`config.mk`:
```
export PLATFORM = sky130hd
export DESIGN_NAME = display_scan_ctrl
export DESIGN_NICKNAME = d
export VERILOG_FILES = /design/src/rtl/display_pkg.sv /design/src/rtl/scan_next_digit.sv /design/src/rtl/display_scan_ctrl.sv
export SDC_FILE = /design/constraint.sdc
export NUM_CORES = 1
export LEC_CHECK = 0
export ABC_AREA = 1
export CAP_MARGIN = 0
export CELL_PAD_IN_SITES_DETAIL_PLACEMENT = 0
export CELL_PAD_IN_SITES_GLOBAL_PLACEMENT = 1
export CORE_MARGIN = 5
export CORE_UTILIZATION = 40
export CTS_BUF_LIST = sky130_fd_sc_hd__clkbuf_16
export DETAILED_ROUTE_END_ITERATION = 8
export GPL_TIMING_DRIVEN = 0
export PLACE_DENSITY = 0.79
export RECOVER_POWER = 100
export REMOVE_ABC_BUFFERS = 1
export SLEW_MARGIN = 10
export SYNTH_ARGS = -nofsm -noshare
export SYNTH_HDL_FRONTEND = slang
export SYNTH_SLANG_ARGS = --single-unit
```
`constraint.sdc`:
```
create_clock -name clk -period 1.98 [get_ports clk]
set_input_delay 0.297 -clock clk [delete_from_list [all_inputs] [get_ports clk]]
set_output_delay 0.297 -clock clk [all_outputs]
set_load 0.005 [all_outputs]
```
`src/rtl/display_pkg.sv`:
```
// Shared definitions for the 4-digit 7-segment scan controller.
package display_pkg;

    // Scan FSM encoding
    typedef enum logic [1:0] {
        ST_OFF   = 2'd0,
        ST_BLANK = 2'd1,
        ST_SHOW  = 2'd2
    } scan_state_e;

    // One-hot digit selects
    localparam logic [3:0] DIG0 = 4'b0001;
    localparam logic [3:0] DIG1 = 4'b0010;
    localparam logic [3:0] DIG2 = 4'b0100;
    localparam logic [3:0] DIG3 = 4'b1000;

    // Board clock defaults: cycles per digit slot and dark cycles at slot start
    localparam int TICK_DIV_DEF  = 65536;
    localparam int BLANK_CYC_DEF = 16;

    // Rotate a 4-bit one-hot value left by k (0..4) positions
    function automatic logic [3:0] rotl4(input logic [3:0] v, input int k);
        logic [7:0] w;
        w = {v, v} << k;
        return w[7:4];
    endfunction

endpackage

```
`src/rtl/scan_next_digit.sv`:
```
// Finds the next enabled digit in rotation order 0->1->2->3->0.
// With incl_cur_i the current digit is a candidate; otherwise the search
// starts one place further and wraps back onto the current digit last.
module scan_next_digit
    import display_pkg::*;
(
    input  logic [3:0] sel_i,
    input  logic [3:0] digit_en_i,
    input  logic       incl_cur_i,
    output logic [3:0] next_o
);

    logic [3:0] cand;

    // Walk rotations from farthest to nearest so the nearest enabled digit wins;
    // with nothing enabled the current select is kept so it stays one-hot.
    always_comb begin
        next_o = sel_i;
        cand   = '0;
        for (int k = 4; k >= 0; k--) begin
            cand = rotl4(sel_i, k);
            if (((k > 0) || incl_cur_i) && (|(cand & digit_en_i))) begin
                next_o = cand;
            end
        end
    end

endmodule

```
`src/rtl/display_scan_ctrl.sv`:
```
// Time-multiplexing scan controller for the 4-digit 7-segment display.
// Each digit slot is TICK_DIV cycles: BLANK_CYC dark, then the digit lit.
// All outputs are registered from the next-state values so they line up
// with the state they describe.
//
// state    | meaning
// ST_OFF   | display dark, counter parked at 0, sel held
// ST_BLANK | anodes off at slot start while selector/segments settle
// ST_SHOW  | selected digit lit; slot end advances sel and pulses scan_tick
module display_scan_ctrl
    import display_pkg::*;
#(
    parameter int TICK_DIV  = TICK_DIV_DEF,
    parameter int BLANK_CYC = BLANK_CYC_DEF,
    parameter int CNT_W     = $clog2(TICK_DIV)
) (
    input  logic       clk,
    input  logic       rst_n,
    input  logic       en,
    input  logic [3:0] digit_en,
    input  logic [3:0] dp_in,
    output logic [3:0] sel,
    output logic [3:0] an,
    output logic       dp,
    output logic       scan_tick
);

    localparam logic [CNT_W-1:0] CNT_LAST      = CNT_W'(TICK_DIV - 1);
    localparam logic [CNT_W-1:0] CNT_BLANK_END = CNT_W'(BLANK_CYC - 1);

    scan_state_e      state_q, state_d;
    logic [CNT_W-1:0] cnt_q, cnt_d;
    logic [3:0]       sel_q, sel_d;
    logic [3:0]       an_q, an_d;
    logic             dp_q, dp_d;
    logic             tick_q, tick_d;
    logic [3:0]       nxt_sel;
    logic             scan_ok;

    assign scan_ok = en && (digit_en != 4'b0000);

    // Leaving OFF may re-use the current digit; a slot advance must move on.
    scan_next_digit u_next (
        .sel_i      (sel_q),
        .digit_en_i (digit_en),
        .incl_cur_i (state_q == ST_OFF),
        .next_o     (nxt_sel)
    );

    // State, counter and registered outputs with asynchronous reset
    always_ff @(posedge clk or negedge rst_n) begin
        if (!rst_n) begin
            state_q <= ST_OFF;
            cnt_q   <= '0;
            sel_q   <= DIG0;
            an_q    <= 4'b1111;
            dp_q    <= 1'b1;
            tick_q  <= 1'b0;
        end else begin
            state_q <= state_d;
            cnt_q   <= cnt_d;
            sel_q   <= sel_d;
            an_q    <= an_d;
            dp_q    <= dp_d;
            tick_q  <= tick_d;
        end
    end

    // Next state, slot counter and digit rotation; global disable wins
    always_comb begin
        state_d = state_q;
        cnt_d   = cnt_q;
        sel_d   = sel_q;
        if (!scan_ok) begin
            state_d = ST_OFF;
            cnt_d   = '0;
        end else begin
            case (state_q)
                ST_OFF: begin
                    state_d = ST_BLANK;
                    cnt_d   = '0;
                    sel_d   = nxt_sel;
                end
                ST_BLANK: begin
                    cnt_d = cnt_q + CNT_W'(1);
                    if (cnt_q == CNT_BLANK_END) begin
                        state_d = ST_SHOW;
                    end
                end
                ST_SHOW: begin
                    if (cnt_q == CNT_LAST) begin
                        state_d = ST_BLANK;
                        cnt_d   = '0;
                        sel_d   = nxt_sel;
                    end else begin
                        cnt_d = cnt_q + CNT_W'(1);
                    end
                end
                default: begin
                    state_d = ST_OFF;
                    cnt_d   = '0;
                end
            endcase
        end
    end

    // Output values for the coming cycle, derived from the next state
    always_comb begin
        an_d   = 4'b1111;
        dp_d   = 1'b1;
        tick_d = 1'b0;
        if (state_d == ST_SHOW) begin
            an_d   = ~(sel_d & digit_en);
            dp_d   = ~(|(sel_d & dp_in));
            tick_d = (cnt_d == CNT_LAST);
        end
    end

    assign sel       = sel_q;
    assign an        = an_q;
    assign dp        = dp_q;
    assign scan_tick = tick_q;

endmodule

```
# == Word-level counts from Yosys, hierarchy flattened ==
# Index checks and enable logic that the tools add are counted.
# totals
output_inout_bits,10
regBits,28
# op_classes
mux,17
n_reduce_logical,9
addsub,1
n_bitwise,8
n_eq_ne,6
# op_table
operator,n
$eq 16x16->1 const B,2
$mux 16,2
$pmux 16 s2,1
$mux 4,7
$and 4x4->4,6
$reduce_or 4->1,5
$add 16x1->16 const B,1
$eq 16x4->1 const B,1
$pmux 4 s2,1
$mux 2,3
$pmux 2 s3,1
$eq 2x2->1 const B,2
$not 4->4,1
$reduce_bool 4->1,1
$eq 2x1->1 const B,1
$logic_and 1x1->1,2
$logic_not 2->1,1
$mux 1,2
$not 1->1,1

# == Logic depth before layout (Yosys ltp) ==
# logic_depth
depth_word,13
mapped_depth,18
depth_no_buf,18

# == Cells and area by module ==
# Synthesis repeated with hierarchy kept, for this count alone.
# hier_totals
hier_cells,276
hier_area_um2,1934.4
# by_module_without_submodules
mod,cells_each,area_each_um2,n_inst
display_scan_ctrl,198,1557.7,1
scan_next_digit,78,376.6,1

# == Least setup slack after synthesis ==
# OpenSTA, ideal clock, no wires.
# synth_timing
path_kind,reg-to-reg
from,register sel_q[0] (netlist: sel[0])
to,register dp_q (netlist: dp)
stages_incl_launch_ff,17
arrival_ns,1.564
required_time_ns,1.894
setup_ns,0.086
setup_slack_ns,0.330
period_less_slack_ns,1.650
path_cell_list,dfstp_2 buf_6 nand2_1 nand4_1 inv_1 nand3_1 nand2_1 nand2_1 nand3_1 nand2_1 nand2_1 nand2_2 nand2_1 nand2_1 inv_1 nand2_1 nand2_1
# synth_between
elab_chain_cells,13
word_cells_on_any_way,20
cone_classes,8 x mux; 6 x bitwise; 6 x reduce/logical
# synth_lines
item,line_no,source
start: declaration,display_scan_ctrl.sv:33,"logic [3:0] sel_q, sel_d;"
start signal: assignment,display_scan_ctrl.sv:62,sel_q <= sel_d;
$and 4x4->4,scan_next_digit.sv:22,if (((k > 0) || incl_cur_i) && (|(cand & digit_en_i))) begin
$reduce_or 4->1,scan_next_digit.sv:22,
$mux 4 (4 in a row),scan_next_digit.sv:22,
$mux 4,display_scan_ctrl.sv:91,if (cnt_q == CNT_LAST) begin
$pmux 4 s2,display_scan_ctrl.sv:78,case (state_q)
$mux 4 (*),display_scan_ctrl.sv:74,if (!scan_ok) begin
net sel_d[0],display_scan_ctrl.sv:33,
$and 4x4->4 (*),display_scan_ctrl.sv:114,dp_d = ~(|(sel_d & dp_in));
$reduce_or 4->1 (*),display_scan_ctrl.sv:114,
$not 1->1 (*),display_scan_ctrl.sv:114,
$mux 1 (*),display_scan_ctrl.sv:112,if (state_d == ST_SHOW) begin
net dp_d,display_scan_ctrl.sv:35,"logic dp_q, dp_d;"
end signal: assignment,display_scan_ctrl.sv:64,dp_q <= dp_d;
end: declaration,display_scan_ctrl.sv:35,
# Mark *: on every way through the listed nets, which the timed path passes. The rest lies on a longest branch.

# == Worst setup path after layout ==
# layout_timing
from,register cnt_q[0]
to,register tick_q (netlist: scan_tick)
# layout_between
elab_chain_cells,6
word_cells_on_any_way,13
cone_classes,1 x add/sub; 4 x eq/ne; 8 x mux
# layout_lines
item,line_no,source
start: declaration,display_scan_ctrl.sv:32,"logic [CNT_W-1:0] cnt_q, cnt_d;"
start signal: assignment,display_scan_ctrl.sv:61,cnt_q <= cnt_d;
$add 16x1->16 (tied with other cells),"display_scan_ctrl.sv:85, display_scan_ctrl.sv:96",
$mux 16 (tied with other cells),display_scan_ctrl.sv:91,
$pmux 16 s2 / $pmux 2 s3 (equally long branches),display_scan_ctrl.sv:78,
$mux 16 / $mux 2 (equally long branches),display_scan_ctrl.sv:74,
$eq 16x16->1 / $eq 2x2->1 (equally long branches),"display_scan_ctrl.sv:115, display_scan_ctrl.sv:112",
$mux 1 (*),display_scan_ctrl.sv:112,
net tick_d,display_scan_ctrl.sv:36,"logic tick_q, tick_d;"
end signal: assignment,display_scan_ctrl.sv:65,tick_q <= tick_d;
end: declaration,display_scan_ctrl.sv:36,
# Marked as above.

==> impl_results.md <==
* Yosys reg bits at 28
* CTS tree: done
* Post-Syn Instances at 269
* Top_reg_cell synth: dfrtp_1
* Fill cells at 425
* Cts bufs inserted at 3
* CTS max path bufs at 2
* Die W at 78.0 microns
* GRT Total Usage at 0.147
* Crit-path max FO at 4
* Post-synth top area cell: dfrtp_1
* Clock Tree Root: clkbuf_16
* Worst endpoint required time at 2.18 ns
* Clock slew at reported path FFs at 0.07 ns
* Core Util, Final at 0.544
* Clk_lat worst skew at 0.27 ns
* Initial core utilization at 0.419
* Worst setup SP type: flip-flop
* Unrepaired setup endpoints after global routing: true
* Cell area after synthesis at 1850 sq um
* Violated checks: capacitance limit, slew limit
* Hpwl dp at 3150 microns
* Fraction of layout cells with a size suffix above 1 at 0.224
* Largest net degree at the start of global routing at 29
* Routed vias/inst at 4.87
* Final Setup Violations at 0
* # clock sinks at 28
* Yosys warns at 0
* H-tree level count at 1
* Routed vias at 1729
* Clock Skews at 0.00484 ns
* N_diodes at 0
* Max-slew headroom at -0.00876
* Crit path kind: flip-flop to flip-flop
* Fin crit period at 1.85 ns
* Routed WL at 4450 microns
* Worst-case vdd ir drop at 634 uV
* Global-route wire length before repair at 7370 microns
* Hold depth at 2
* Cell Area, Placed at 2080 sq um
* Pins Over Slew Limit at 29
* Post-synth EDFFs at 0
* Final hold slack at 0.341 ns
* Achievable Freq at 539 MHz
* DR WL/cell at 12.5 microns
* CP Data Arrival Time at 2.05 ns
* Status: finished, violations left
* Core Rows at 24
* DRT Pass-1 Iters at 4
* Largest cells by area after synthesis: dfrtp_1, nand2_1, dfstp_2, nor2_1, inv_1
* ANT nets after route at 0
* Worst reg2reg path depth at 12
* Initial antenna violation count at 0
* Vias in the first global route at 1577
* Max-Cap Viols at 1
* Die area at 6080 sq um
* DRC viols at 0
* Nature of the critical path endpoint: flip-flop
* Post-synthesis async set-or-reset flop share at 1.00
* Grt total ovfl at 0
* Hold WC Path Type: input port to flip-flop
* Post-synthesis sequential area ratio at 0.383
* P_leak at 1.16 nW
* Die H at 78.0 microns
* Period utilization at 0.937
* DR iter-0 viols at 77
* Core area at 4410 sq um
* Setup TNS at 0 ns
* IO Count at 21
* Synth top area share at 0.298
* PD cells at 932 nW/um^2
* Area Growth Syn to Fin at 29.9%
* Fin. Hold Viols at 0
* Most frequent cells after synthesis: nand2_1, nor2_1, inv_1
* Mapped Avg Cell Area at 6.87 sq um
* Cell variety after synth at 32
* Inst Count DP at 336
* Most common cell in the netlist: nand2_1
* Non-filler instance count after layout at 355
* Port Buffer Count at 20
* Slew @ Worst Pin at 1.51 ns
* GP Congestion at 0.811
* Layout Nets at 320
* Design area at 2400 sq um
## registers in the layout, summed over array words and instances, names as in the netlist
register   flops
cnt_q         16
dp             1
sel            4
scan_tick      1
state_q        2
an             4
## through the flow
step / setup WS [ns] / power (mW)
global placement: -0.342 / 1.50
CTS: 0.0250 / 2.11
finish: 0.125 / 2.24
detailed placement: -0.328 / 1.50
global route: -0.0255 / 2.41
floorplan: 0.207 / 1.23
## power breakdown
part | switching, mW | total, mW | leakage [nW] | internal [mW]
logic | 0.506 | 0.896 | 0.747 | 0.390
registers | 0.110 | 0.738 | 0.361 | 0.627
clock network | 0.202 | 0.605 | 0.0511 | 0.403
total | 0.818 | 2.24 | 1.16 | 1.42
## area by class of cell
cell class                 instances  area [sq um]  share of cell area
timing repair buffer              35           329               0.137
multi-input combinational        200          1060               0.440
clock inverter                     1          30.0              0.0125
tap                               52          65.1              0.0271
inverter                          36           135              0.0563
sequential                        28           712               0.296
clock buffer                       3          75.1              0.0313
## cell usage in the layout (no fill, tap or decap), types with 2 or more instances in the layout
cell type,count
a21oi_1,2
clkdlybuf4s50_1,14
ha_2,2
dfrtp_1,19
inv_2,4
nor2_4,5
xor2_1,6
nand4_1,5
ha_1,2
nand2_1,87
buf_4,14
dlymetal6s2s_1,4
nand2_2,11
o21ai_1,2
clkbuf_16,3
inv_1,32
nor2_2,9
o21ai_0,8
dfrtp_2,3
nor2_1,28
nor4_1,4
nor3_1,2
dfstp_2,6
nand3_1,13
## per-layer routing
metal  vias to the layer above  part of all wire  track usage
met5                         -                 0            0
met4                         0            0.0081       0.0304
met3                         4             0.032       0.0266
met2                        25              0.43        0.220
met1                       799              0.53        0.222
li1                        901                 -            -
## worst max-delay path: stages (launching register included)
cell     delay (ns)
dfrtp_1        0.40
ha_2           0.22
inv_1          0.12
nor2_4         0.06
inv_2          0.07
nor2_4         0.04
inv_1          0.06
nand2_1        0.08
nor4_1         0.21
nand2_1        0.11
nor2_1         0.12
nand4_1        0.14
nor2_1         0.14
## final timing paths
path,start,end,slack [ns]
setup / recovery,cnt_q[0]$_DFF_PN0_,scan_tick$_DFF_PN0_,0.13
hold / removal,digit_en[1],an[1]$_DFF_PN1_,0.34
setup reg to reg,cnt_q[0]$_DFF_PN0_,scan_tick$_DFF_PN0_,0.13
max in group asynchronous,rst_n,sel[1]$_DFF_PN0_,0.60
min in group asynchronous,rst_n,cnt_q[3]$_DFF_PN0_,0.39
hold reg to reg,cnt_q[0]$_DFF_PN0_,cnt_q[0]$_DFF_PN0_,0.55
## kinds of logic after synthesis
family / synth area share
AND/OR/NAND/NOR: 0.401
buffers and inverters: 0.0913
flip-flops: 0.383
AO/OA/AOI/OAI: 0.0582
XOR/XNOR: 0.0332
adder cells (fa/ha/maj): 0.0338
## repair_timing
item                       in CTS  in global routing
resized for setup               3                 31
buffers inserted                3                 12
pin swaps                       1                  7
setup endpoints to repair       4                 12
hold buffers                    0                  0
(Power assumes the default switching activity.)
